===== config.mk =====
export PLATFORM = sky130hd
export DESIGN_NAME = multi_cycle_cu
export DESIGN_NICKNAME = d
export VERILOG_FILES = /design/src/rtl/multi_cycle_cu_pkg.sv /design/src/rtl/multi_cycle_cu_out_decode.sv /design/src/rtl/multi_cycle_cu.sv
export SDC_FILE = /design/constraint.sdc
export NUM_CORES = 1
export LEC_CHECK = 0
export ABC_AREA = 1
export CORE_AREA = 4 4 41 43
export CTS_CLUSTER_DIAMETER = 150
export DETAILED_ROUTE_END_ITERATION = 10
export DIE_AREA = 0 0 45 47
export PLACE_DENSITY_LB_ADDON = 0.08
export SETUP_SLACK_MARGIN = 0.02
export SYNTH_ARGS = -nofsm -noshare
export SYNTH_HDL_FRONTEND = slang
export SYNTH_SLANG_ARGS = --single-unit

===== constraint.sdc =====
create_clock -name clk -period 2.1 [get_ports clk]
set_input_delay 0.63 -clock clk [delete_from_list [all_inputs] [get_ports clk]]
set_output_delay 0.63 -clock clk [all_outputs]
set_load 0.05 [all_outputs]

===== src/rtl/multi_cycle_cu_pkg.sv =====
// Shared types for the multi-cycle control unit:
// opcodes, state codes, mux/alu codes, control bundle.
package multi_cycle_cu_pkg;

  localparam int OP_W    = 3;
  localparam int STATE_W = 4;

  typedef enum logic [OP_W-1:0] {
    OP_LOAD  = 3'd0,
    OP_STORE = 3'd1,
    OP_JUMP  = 3'd2,
    OP_BZ    = 3'd3,
    OP_CTYPE = 3'd4,
    OP_ADDI  = 3'd5,
    OP_SUBI  = 3'd6,
    OP_ANDI  = 3'd7
  } opcode_e;

  typedef enum logic [STATE_W-1:0] {
    S_FETCH  = 4'd0,
    S_DECODE = 4'd1,
    S_LD_RD  = 4'd2,
    S_LD_WB  = 4'd3,
    S_ST     = 4'd4,
    S_JMP    = 4'd5,
    S_BZ     = 4'd6,
    S_C_EX   = 4'd7,
    S_C_WB   = 4'd8,
    S_I_EX   = 4'd9,
    S_I_WB   = 4'd10
  } state_e;

  localparam logic [2:0] ALU_ADD  = 3'b000;
  localparam logic [2:0] ALU_SUB  = 3'b001;
  localparam logic [2:0] ALU_FUNC = 3'b010;
  localparam logic [2:0] ALU_AND  = 3'b011;

  localparam logic [1:0] PC_ALU = 2'd0;
  localparam logic [1:0] PC_BR  = 2'd1;
  localparam logic [1:0] PC_JMP = 2'd2;

  localparam logic [1:0] SRCB_REG = 2'd0;
  localparam logic [1:0] SRCB_ONE = 2'd1;
  localparam logic [1:0] SRCB_IMM = 2'd2;

  typedef struct packed {
    logic       mem_read;
    logic       mem_write;
    logic       i_or_d;
    logic       ir_write;
    logic       pc_write;
    logic       pc_write_cond;
    logic [1:0] pc_src;
    logic       alu_src_a;
    logic [1:0] alu_src_b;
    logic [2:0] alu_op;
    logic       mem_to_reg;
    logic       reg_write;
  } ctrl_t;

  function automatic logic [2:0] imm_alu_op(
    input logic [OP_W-1:0] op
  );
    logic [2:0] r;
    r = ALU_ADD;
    unique case (1'b1)
      (op == OP_SUBI): r = ALU_SUB;
      (op == OP_ANDI): r = ALU_AND;
      default:         r = ALU_ADD;
    endcase
    return r;
  endfunction

endpackage


===== src/rtl/multi_cycle_cu_out_decode.sv =====
// Combinational decode of the current state (plus
// opcode, mem_ready, notnoop) into the control bundle.
module multi_cycle_cu_out_decode
  import multi_cycle_cu_pkg::*;
(
  input  logic [STATE_W-1:0] state,
  input  logic [OP_W-1:0]    opcode,
  input  logic               mem_ready,
  input  logic               notnoop,
  output ctrl_t              ctrl
);

  always_comb begin
    ctrl = '0;
    case (state)
      S_FETCH: begin
        ctrl.mem_read  = 1'b1;
        ctrl.alu_src_b = SRCB_ONE;
        ctrl.alu_op    = ALU_ADD;
        ctrl.pc_src    = PC_ALU;
        ctrl.ir_write  = mem_ready;
        ctrl.pc_write  = mem_ready;
      end
      S_LD_RD: begin
        ctrl.mem_read = 1'b1;
        ctrl.i_or_d   = 1'b1;
      end
      S_LD_WB: begin
        ctrl.reg_write  = 1'b1;
        ctrl.mem_to_reg = 1'b1;
      end
      S_ST: begin
        ctrl.mem_write = 1'b1;
        ctrl.i_or_d    = 1'b1;
      end
      S_JMP: begin
        ctrl.pc_write = 1'b1;
        ctrl.pc_src   = PC_JMP;
      end
      S_BZ: begin
        ctrl.alu_src_a     = 1'b1;
        ctrl.alu_src_b     = SRCB_REG;
        ctrl.alu_op        = ALU_SUB;
        ctrl.pc_write_cond = 1'b1;
        ctrl.pc_src        = PC_BR;
      end
      S_C_EX: begin
        ctrl.alu_src_a = 1'b1;
        ctrl.alu_src_b = SRCB_REG;
        ctrl.alu_op    = ALU_FUNC;
      end
      S_C_WB: begin
        ctrl.alu_op    = ALU_FUNC;
        ctrl.reg_write = notnoop;
      end
      S_I_EX: begin
        ctrl.alu_src_a = 1'b1;
        ctrl.alu_src_b = SRCB_IMM;
        ctrl.alu_op    = imm_alu_op(opcode);
      end
      S_I_WB: begin
        ctrl.alu_op    = imm_alu_op(opcode);
        ctrl.reg_write = 1'b1;
      end
      default: ctrl = '0;
    endcase
  end

endmodule


===== src/rtl/multi_cycle_cu.sv =====
// Main control FSM: state register, next-state logic,
// and reset gating of the decoded control outputs.
module multi_cycle_cu
  import multi_cycle_cu_pkg::*;
(
  input  logic               clk,
  input  logic               rst,
  input  logic [OP_W-1:0]    opcode,
  input  logic               zero,
  input  logic               mem_ready,
  input  logic               notnoop,
  output logic               mem_read,
  output logic               mem_write,
  output logic               i_or_d,
  output logic               ir_write,
  output logic               pc_write,
  output logic               pc_write_cond,
  output logic [1:0]         pc_src,
  output logic               alu_src_a,
  output logic [1:0]         alu_src_b,
  output logic [2:0]         alu_op,
  output logic               mem_to_reg,
  output logic               reg_write,
  output logic [STATE_W-1:0] state
);

  logic [STATE_W-1:0] state_q;
  logic [STATE_W-1:0] state_d;
  ctrl_t              dec;
  ctrl_t              ctrl;

  // zero qualifies pc_write_cond outside this block
  logic unused_zero;
  assign unused_zero = zero;

  always_ff @(posedge clk or negedge rst) begin
    if (!rst) state_q <= S_FETCH;
    else      state_q <= state_d;
  end

  always_comb begin
    state_d = state_q;
    case (state_q)
      S_FETCH: if (mem_ready) state_d = S_DECODE;
      S_DECODE: begin
        unique case (opcode)
          OP_LOAD:  state_d = S_LD_RD;
          OP_STORE: state_d = S_ST;
          OP_JUMP:  state_d = S_JMP;
          OP_BZ:    state_d = S_BZ;
          OP_CTYPE: state_d = S_C_EX;
          default:  state_d = S_I_EX;
        endcase
      end
      S_LD_RD: if (mem_ready) state_d = S_LD_WB;
      S_ST:    if (mem_ready) state_d = S_FETCH;
      S_C_EX:  state_d = S_C_WB;
      S_I_EX:  state_d = S_I_WB;
      default: state_d = S_FETCH;
    endcase
  end

  multi_cycle_cu_out_decode u_dec (
    .state     (state_q),
    .opcode    (opcode),
    .mem_ready (mem_ready),
    .notnoop   (notnoop),
    .ctrl      (dec)
  );

  // state_q already sits in FETCH during reset; mask its strobes
  always_comb begin
    ctrl = dec;
    if (!rst) ctrl = '0;
  end

  assign mem_read      = ctrl.mem_read;
  assign mem_write     = ctrl.mem_write;
  assign i_or_d        = ctrl.i_or_d;
  assign ir_write      = ctrl.ir_write;
  assign pc_write      = ctrl.pc_write;
  assign pc_write_cond = ctrl.pc_write_cond;
  assign pc_src        = ctrl.pc_src;
  assign alu_src_a     = ctrl.alu_src_a;
  assign alu_src_b     = ctrl.alu_src_b;
  assign alu_op        = ctrl.alu_op;
  assign mem_to_reg    = ctrl.mem_to_reg;
  assign reg_write     = ctrl.reg_write;
  assign state         = state_q;

endmodule


==> results.md, run 1 <==
- Status: complete, no violations
- Starting Density: 0.3413
- Initial antenna violation count: 0
- Placer Congestion: 0.7666
- Mapped cell area: ~440 um2
- I/O Pins: 28
- Arr. time, crit path: 1440 ps
- First-pass GRT wire length: 2518 um
- Critical R2R Launch: state[0]
- Slew Limit Fails: 0
- Cts hold-fix bufs: 0
- Top cells by area, synth: dfrtp_1 23%, nand2_1 18%, nor2_1 13%
- DIE AREA: 0.002115 mm2
- Post-route non-filler standard cell count: 130
- TritonCTS Sinks: 4
- Max Root-Sink Buffers: 2
- Die width: 45 um
- Crit path time final: about 2100 ps
- Seq/Total Area, Yosys: 0.2254
- Root buffer cell: clkbuf_4
- Max reg flops: 4
- WL final: 1757 um
- Nets: 125
- Gr ovfl total: 0
- Core area: 0.001301 mm2
- Final core utilization: 0.8760
- H-tree depth: 1
- Count leader, synth: nand2_1
- Ys flop type: dfrtp_1
- YS warnings: 0
- Skew-Pair Late Insertion Delay: 230 ps
- Final setup violation count: 0
- Port-buffer cells: 25
- Final Hold Fails: 0
- Distinct cells, synth: 21
- Row count: 13
- Startpoint Class: flop
- Layout cells sized above 1: 0.6696
- Peak Freq: ~0.48 GHz
- Largest fanout on the critical path: 7
- DRT iter0 DRCs: 6
- Drt wl/cell: 13.52 um
- RSZ-0062 raised after global routing: yes
- Top cells by count, synth: 21 x nand2_1, 15 x nor2_1, 7 x inv_1
- Hold Path Class: in -> async
- Vias in the first global route: 591
- Syn Area/Cell: 5.695 um2
- Vias: 663
- Post-DR vias/cell: just over 5
- Post-synth top area cell: dfrtp_1
- P&R area growth vs syn: 156.6%
- Largest net degree at the start of global routing: 13
- Flops & latches, synth: 4
- Cell count after placement: 121
- TritonCTS Buffers: 3
- Max cap viols: 0
- Clk_skew: 1.163 ps
- Clock slew at reported path FFs: around 40 ps
- Worst setup EP type: output port
- Max rail drop VDD: roughly 0.9 mV
- R2r setup slk: 860 ps
- R2R cell count: 5
- Crit path kind: reg -> out
- Period utilization: 0.9877
- Area share of the largest cell type after synthesis: 0.2254
- Cells after Synth: 78
- Syn nets: 86
- FFs w/ async S/R, synth: 1.000
- CP required: 1470 ps
- GRT Util Overall: 0.1702
- DRT Pass-1 Iters: 3
- # diodes: 0
- DP HPWL: about 1200 um
- Pwr dens: 1435 mW/mm2
- Residual DRC: 0
- Antenna viol nets, final: 0
- Die height: 47 um
- Worst R2R End: state[0]
- TritonCTS clock tree: done
- Post-synth EDFFs: 0
- P_leak: 0.0004860 uW
[what timing repair did]
| item | in CTS | in global routing |
|---|---|---|
| pin swaps | 9 | 5 |
| setup endpoints to repair | 15 | 12 |
| buffers inserted | 4 | 2 |
| gates resized for setup | 23 | 13 |
[cells in the final DEF, fill, tap and decap left out, drive strengths merged]
cell type	n
a21oi	3
or2	1
nand3b	1
a31oi	1
buf	30
a21o	1
o22ai	3
nand3	5
inv	11
dfrtp	4
dlygate4sd2	4
o21ai	2
nand2	22
clkbuf	4
nor2	20
nor3	1
conb	1
clkdlybuf4s15	1
[kinds of logic (layout without fill, tap and decap cells)]
kind of cell / Yosys count / count (layout) / synth area share
other: 1 / 1 / 0.008443
and+or+nand+nor: 50 / 50 / 0.4986
buffers and inverters: 13 / 50 / 0.1211
AOI/OAI and AO/OA: 10 / 10 / 0.1465
DFF: 4 / 4 / 0.2254
[layer usage]
metal	wire, um	up-vias	GRT usage
li1	-	320	-
met1	644	310	0.1922
met2	937	27	0.2881
met3	134	6	0.04215
met4	40	0	0.1053
met5	0	-	0
[critical path: stages, from the launching register on]
cell	delay, ps
dfrtp_2	470
inv_2	90
nor2_4	120
nand2_4	60
nand2_2	80
nand2_1	90
a21oi_4	150
buf_12	150
[worst max-delay path by stage]
stage                    to  startpoint
6_report          alu_op[0]    state[0]
5_1_grt           alu_op[0]    state[0]
4_1_cts        alu_src_b[0]    state[2]
3_5_place_dp      alu_src_a         rst
3_3_place_gp      alu_src_a         rst
2_1_floorplan  alu_src_b[0]    state[2]
[area by class of cell]
type,count,area [um2]
Clock buffer,3,22.52
Fill cell,68,161.4
Inverter,11,41.29
Multi-Input combinational cell,61,473.0
Sequential cell,4,105.1
Tap cell,15,18.77
Timing Repair Buffer,36,479.2
[stage by stage]
stage	power, uW	setup TNS, ps	hold WS (ps)	area [um2]	worst slack, ps
5_1_grt	1715	-160.7	340.0	1140	-47.13
4_1_cts	1526	0	471.0	1067	13.50
2_1_floorplan	910.8	-63.61	334.4	531.8	-52.08
3_3_place_gp	1319	-3989	724.4	965.9	-307.1
3_5_place_dp	1334	-3921	733.5	965.9	-299.9
6_report	1636	0	344.8	1140	25.86
[report_power, final]
group	switching [uW]	internal (uW)	leakage [uW]
sequential	93.8	122	0.0000466
combinational	817	511	0.000426
clock	29.3	63.8	0.0000138
total	940	696	0.000486
No activity file was read; power rests on OpenSTA's default activity.
==> inputs of run 2 (changes only) <==
CAP_MARGIN = 30   (was unset)
CORE_AREA = unset   (was 4 4 41 43)
CORE_MARGIN = 4   (was unset)
CORE_UTILIZATION = 31   (was unset)
DIE_AREA = unset   (was 0 0 45 47)
clock period = 1.7 ns   (was 2.1 ns; I/O delays follow)
==> results.md, run 2 (synthesis gave the netlist of run 1 again) <==
- Final Hold Fails: 0 (unchanged)
- I/O Pins: 28 (unchanged)
- Largest net degree at the start of global routing: 15 (was 13)
- P_leak: 0.0005372 uW (was 0.0004860 uW)
- Startpoint Class: flop (unchanged)
- Post-placement setup slack: -473.1 ps (was -299.9 ps)
- Post-DR vias/cell: 5.350 (was 5.100)
- Slew Limit Fails: 0 (unchanged)
- Root buffer cell: clkbuf_4 (unchanged)
- DP HPWL: 1449 um (was 1192 um)
- Nets: 132 (was 125)
- Drt wl/cell: 17.21 um (was 13.52 um)
- Peak Freq: 0.4880 GHz
- Most frequent cells in the layout: 18 x buf_12, 15 x buf_4, 13 x nand2_1 (was 17 x nand2_1, 16 x buf_12, 13 x buf_4)
- Slowest stage delay, CP: 460 ps (was 470 ps)
- Cell count after placement: 132 (was 121)
- Most common cell after layout, fill and taps aside: buf_12 (was nand2_1)
- RSZ-0062 raised after global routing: yes (unchanged)
- Skew-Pair Late Insertion Delay: 250 ps (was 230 ps)
- Vias in the first global route: 810 (was 591)
- Die height: 45.85 um (was 47 um)
- Crit path time final: 2049 ps
- Clock slew at reported path FFs: 40 ps (about the same)
- Cts hold-fix bufs: 0 (unchanged)
- DRT iter0 DRCs: 21 (was 6)
- Critical-path top delay cell: dfrtp_2 (unchanged)
- Max rail drop VDD: 1.070 mV (was 0.9012 mV)
- H-tree depth: 1 (unchanged)
- Port-buffer cells: 25 (unchanged)
- Failing checks: negative setup slack
- WL final: 2358 um (was 1757 um)
- Max reg flops: 4 (unchanged)
- Die width: 45.85 um (was 45 um)
- Clk_skew: 4.420 ps (was 1.163 ps)
- Setup ws final: -349.0 ps (was 25.86 ps)
- Crit-path leading delay family: flip-flops (unchanged)
- TritonCTS Sinks: 4 (unchanged)
- Gr ovfl total: 0 (unchanged)
- Largest fanout on the critical path: 5 (was 7)
- First-pass GRT wire length: 3726 um (was 2518 um)
- Placer Congestion: 0.8386 (was 0.7666)
- Worst setup EP type: output port (unchanged)
- CP required: 1190 ps (was 1470 ps)
- Post-route non-filler standard cell count: 137 (was 130)
- Initial antenna violation count: 0 (unchanged)
- Row count: 13 (unchanged)
- DRT Pass-1 Iters: 4 (was 3)
- Worst path cell trace: nor2_2 > buf_4 > nand3_1 > o22ai_2 > buf_6 (was inv_2 > nor2_4 > nand2_4 > nand2_2 > nand2_1 > a21oi_4 > buf_12)
- Critical path buffers and inverters: 2 (unchanged)
- # diodes: 0 (unchanged)
- Crit path kind: reg -> out (unchanged)
- TritonCTS clock tree: done (unchanged)
- Vias: 733 (was 663)
- GRT Util Overall: 0.2562 (was 0.1702)
- Starting Density: 0.3371 (was 0.3413)
- Layout cells sized above 1: 0.7049 (was 0.6696)
- Max Root-Sink Buffers: 2 (unchanged)
- Arr. time, crit path: 1540 ps (was 1440 ps)
- Antenna viol nets, final: 0 (unchanged)
- Final setup violation count: 15 (was 0)
- Pwr dens: 1903 mW/mm2 (was 1435 mW/mm2)
- P&R area growth vs syn: 177.7% (was 156.6%)
- Fillcell total: 46 (was 68)
- Hold Path Class: in -> async (unchanged)
- TritonCTS Buffers: 3 (unchanged)
- Residual DRC: 0 (unchanged)
- Core area: 0.001318 mm2 (was 0.001301 mm2)
- Period utilization: 1.205
- DIE AREA: 0.002102 mm2 (was 0.002115 mm2)
- Status: finished with violations (was complete, no violations)
- Max cap viols: 0 (unchanged)
-- run 2: path summary, 6_finish.rpt --
check                      startpoint       end  slack, ps  cells past startpoint
setup / recovery             state[3]  pc_write       -350                      5
hold / removal                    rst  state[3]        310                      2
setup reg to reg             state[1]  state[0]        380                      8
hold reg to reg              state[3]  state[2]        830                      3
max in group asynchronous         rst  state[0]       1270                      2
min in group clk            opcode[0]  state[0]        790                      6
-- run 2: layout make-up --
class	count	area (um2)	area share
clock buffer	3	22.52	0.01826
timing repair buffer	43	575.6	0.4665
inverter	11	43.79	0.03550
tap	15	18.77	0.01521
sequential	4	110.1	0.08925
multi-input combinational	61	462.9	0.3753
-- run 2: layer usage --
layer | global-route usage | up-vias | part of all wire
met5 | 0 | - | 0
met2 | 0.4341 | 40 | 0.53
met3 | 0.05534 | 9 | 0.064
li1 | - | 331 | -
met4 | 0.1705 | 0 | 0.034
met1 | 0.2800 | 353 | 0.37
-- run 2: stage by stage --
stage	hold WS [ps]	util	TNS, ps	instance area (um2)	total power [uW]
2_1_floorplan	214.4	-	-1740	579.3	1185
3_3_place_gp	725.1	0.8585	-5842	1131	1962
3_5_place_dp	746.3	0.8585	-6172	1131	1996
4_1_cts	326.7	0.9212	-3129	1214	2244
5_1_grt	306.6	0.9364	-4940	1234	2453
6_report	314.8	0.9364	-4001	1234	2348
-- run 2: where the power goes --
group	switching [uW]	leakage (uW)	internal, uW
combinational	1120	0.000477	827
clock	51.1	0.0000138	79.8
sequential	114	0.0000464	160
-- run 2: what timing repair did --
action                                 in CTS  in global routing
setup endpoints to repair                  15                 16
pin swaps                                   6                  6
setup buffers                               2                  1
endpoints found under the hold margin       0                  0
resized for setup                          20                  7
==> inputs of run 3 (changes only) <==
CORE_UTILIZATION = 33   (was 31)
CTS_BUF_LIST = sky130_fd_sc_hd__clkbuf_2   (was unset)
==> results.md, run 3 <==
- Seq/Total Area, Yosys: 0.2254 (unchanged)
- Post-synth top area cell: dfrtp_1 (unchanged)
- Area share of the largest cell type after synthesis: 0.2254 (unchanged)
- Mapped cell area: 444.2 um2 (unchanged)
- Failed at: 3_5_place_dp
- Die height: 44.69 um (was 45.85 um)
- Die width: 44.69 um (was 45.85 um)
- FFs w/ async S/R, synth: 1.000 (unchanged)
- DP HPWL: 2118 um (was 1449 um)
- Distinct cells, synth: 21 (unchanged)
- Placer Congestion: 0.8717 (was 0.8386)
- Top cells by count, synth: 21 x nand2_1, 15 x nor2_1, 7 x inv_1 (unchanged)
- Count leader, synth: nand2_1 (unchanged)
- Syn nets: 86 (unchanged)
- Tool Error: [ERROR DPL-0033] detailed placement checks failed during check placement.
- YS warnings: 0 (unchanged)
- Post-synth EDFFs: 0 (unchanged)
- Port-buffer cells: 25 (unchanged)
- Row count: 12 (was 13)
- Flops & latches, synth: 4 (unchanged)
- Ys flop type: dfrtp_1 (unchanged)
- Top cells by area, synth: dfrtp_1 23%, nand2_1 18%, nor2_1 13% (unchanged)
- Starting Density: 0.3745 (was 0.3371)
- I/O Pins: 28 (unchanged)
- Syn Area/Cell: 5.695 um2 (unchanged)
- Cells after Synth: 78 (unchanged)
- Status: stopped before the end (was finished with violations)
## run 3: kinds of logic after synthesis
kind of cell	after synthesis	synth area share
other	1	0.008443
buffers and inverters	13	0.1211
AND/OR/NAND/NOR	50	0.4986
AO/OA/AOI/OAI	10	0.1465
flip-flops	4	0.2254
## run 3: metrics by stage
step,setup WS (ps),hold WS [ps]
global placement,-437.1,727.1
floorplan,-180.2,214.4
==> inputs of run 4 (changes only) <==
CORE_AREA = 4 4 65 67   (was unset)
CORE_MARGIN = unset   (was 4)
CORE_UTILIZATION = unset   (was 33)
CTS_BUF_LIST = unset   (was sky130_fd_sc_hd__clkbuf_2)
CTS_CLUSTER_DIAMETER = unset   (was 150)
DIE_AREA = 0 0 69 71   (was unset)
PLACE_DENSITY_LB_ADDON = 0.15   (was 0.08)
SETUP_SLACK_MARGIN = unset   (was 0.02)
clock period = 2.2 ns   (was 1.7 ns; I/O delays follow)
==> results.md, run 4 (synthesis gave the netlist of run 1 again) <==
- Status: complete, no violations (was stopped before the end)
- DP HPWL: 1501 um (was 2118 um)
- Skew-Pair Late Insertion Delay: 220 ps
- Hold Path Class: in -> async
- R2R cell count: 5
- Largest net degree at the start of global routing: 8
- Final hold slack: roughly 380 ps
- Row count: 22 (was 12)
- Max rail drop VDD: 0.3506 mV
- Crit path time final: around 2200 ps
- Most frequent cells in the layout: 20 x nand2_1, 14 x buf_4, 13 x buf_12
- Comb pwr share: 0.758
- Setup ws final: 48.90 ps
- Crit path kind: in -> out
- Post-placement setup slack: -285.8 ps
- First-pass GRT wire length: 2863 um
- Peak Freq: 0.4649 GHz
- Max cap viols: 0
- Worst R2R End: state[0]
- TritonCTS Buffers: 3
- Die height: 71 um (was 44.69 um)
- Largest fanout on the critical path: 3
- CP required: 1540 ps
- P&R area growth vs syn: 145.1%
- Slowest stage delay, CP: between 200 and 250 ps
- Switching power: 824.2 uW
- Vias: 595
- Worst setup endpoint: alu_op[1]
- Levels on crit path: 6
- Crit-path leading delay family: buffers and inverters
- Overall Power: 1493 uW
- Pwr dens: 1371 mW/mm2
- Antenna viol nets, final: 0
- GRT Util Overall: 0.07242
- Clk network pwr share: 0.109
- RSZ-0062 raised after global routing: yes
- Switching share of power: 0.5522
- Final Hold Fails: 0
- Vias in the first global route: 634
- DIE AREA: 0.004899 mm2
- R2r setup slk: 960 ps
- Post-route non-filler standard cell count: approximately 160
- Core area: about 0.0036 mm2
- TritonCTS Sinks: 4
- Arr. time, crit path: 1490 ps
- Crit path from: opcode[1]
- DRT Pass-1 Iters: 4
- Starting Density: 0.1222 (was 0.3745)
- Cell count after placement: between 150 and 200
- Worst setup EP type: output port
- Placer Congestion: 0.8459 (was 0.8717)
- Die width: 69 um (was 44.69 um)
- Max reg flops: 4
- Post-DR vias/cell: 3.650
- I/O Pins: 28 (unchanged)
- Clock slew at reported path FFs: 30 ps
- Initial antenna violation count: 0
- Max Root-Sink Buffers: 2
- Critical-path top delay cell: dlygate4sd2_1
- Slew Limit Fails: 0
- Layout cells sized above 1: 0.5826
- Final setup violation count: 0
- Root buffer cell: clkbuf_8
- Worst path cell trace: dlygate4sd2_1 > nand2_1 > nor2_1 > nand2_1 > a21oi_4 > buf_12
- Gr ovfl total: 0
- Residual DRC: 0
- WL final: 1705 um
- P_leak: 0.0004754 uW
- Critical R2R Launch: state[0]
- Power Internal: between 600 and 700 uW
- Fillcell total: 401
- # diodes: 0
- Port-buffer cells: 25 (unchanged)
- Sequential cell fraction of total power: 0.133
- Critical path buffers and inverters: 2
- Most common cell after layout, fill and taps aside: nand2_1
- Most used cell along the critical path: nand2_1
- Nets: about 120
- DRT iter0 DRCs: 19
- Startpoint Class: primary input
- Period utilization: 0.9778
- Final core utilization: 0.2996
- Clk_skew: 4.651 ps
- H-tree depth: 1
- Drt wl/cell: 10.46 um
- TritonCTS clock tree: done
run 4: through the flow:
step	TNS [ps]	cell area, um2
2_1_floorplan	-101.2	516.7
3_5_place_dp	-3533	982.2
6_report	0	1089
5_1_grt	-37.08	1089
3_3_place_gp	-3433	982.2
4_1_cts	-36.96	1042
run 4: layout make-up:
type	count	area (um2)	share of cell area
Timing Repair Buffer	35	440.4	0.4046
Tap cell	48	60.06	0.05517
Sequential cell	4	105.1	0.09655
Multi-Input combinational cell	61	396.6	0.3644
Clock buffer	4	45.04	0.04138
Inverter	11	41.29	0.03793
run 4: worst min-delay path by stage:
stage / from / to / slack [ps]
after floorplan: rst / state[0] / 360
after global placement: state[1] / state[1] / 790
after detailed placement: state[1] / state[1] / 780
after CTS: rst / state[1] / 510
after global routing: rst / state[3] / 380
final: rst / state[1] / 380
run 4: repair_timing:
item	CTS	global route
pin swaps	4	3
buffers inserted	0	3
hold buffers	0	0
setup endpoints to repair	15	8
resized for setup	12	9
run 4: layer usage:
layer / vias up / part of all wire / GRT usage
met5: - / 0 / 0
met3: 2 / 0.054 / 0.02273
met4: 0 / 0.011 / 0.03254
li1: 316 / - / -
met2: 20 / 0.52 / 0.1303
met1: 257 / 0.42 / 0.07738
run 4: worst register-to-register path: stages, from the launching register on:
cell and delay, ps:
dfrtp_2 460, nor2_2 220, nand2_1 180, a21o_1 190
nand2_1 50, inv_1 30
run 4: power by group through the flow:
stage / combinational [uW] / clock, uW / sequential, uW
after detailed placement: 1070 / 0 / 180
after global routing: 1200 / 176 / 205
after CTS: 1090 / 168 / 183
after global placement: 1070 / 0 / 179
after floorplan: 561 / 0 / 283
final: 1130 / 163 / 198
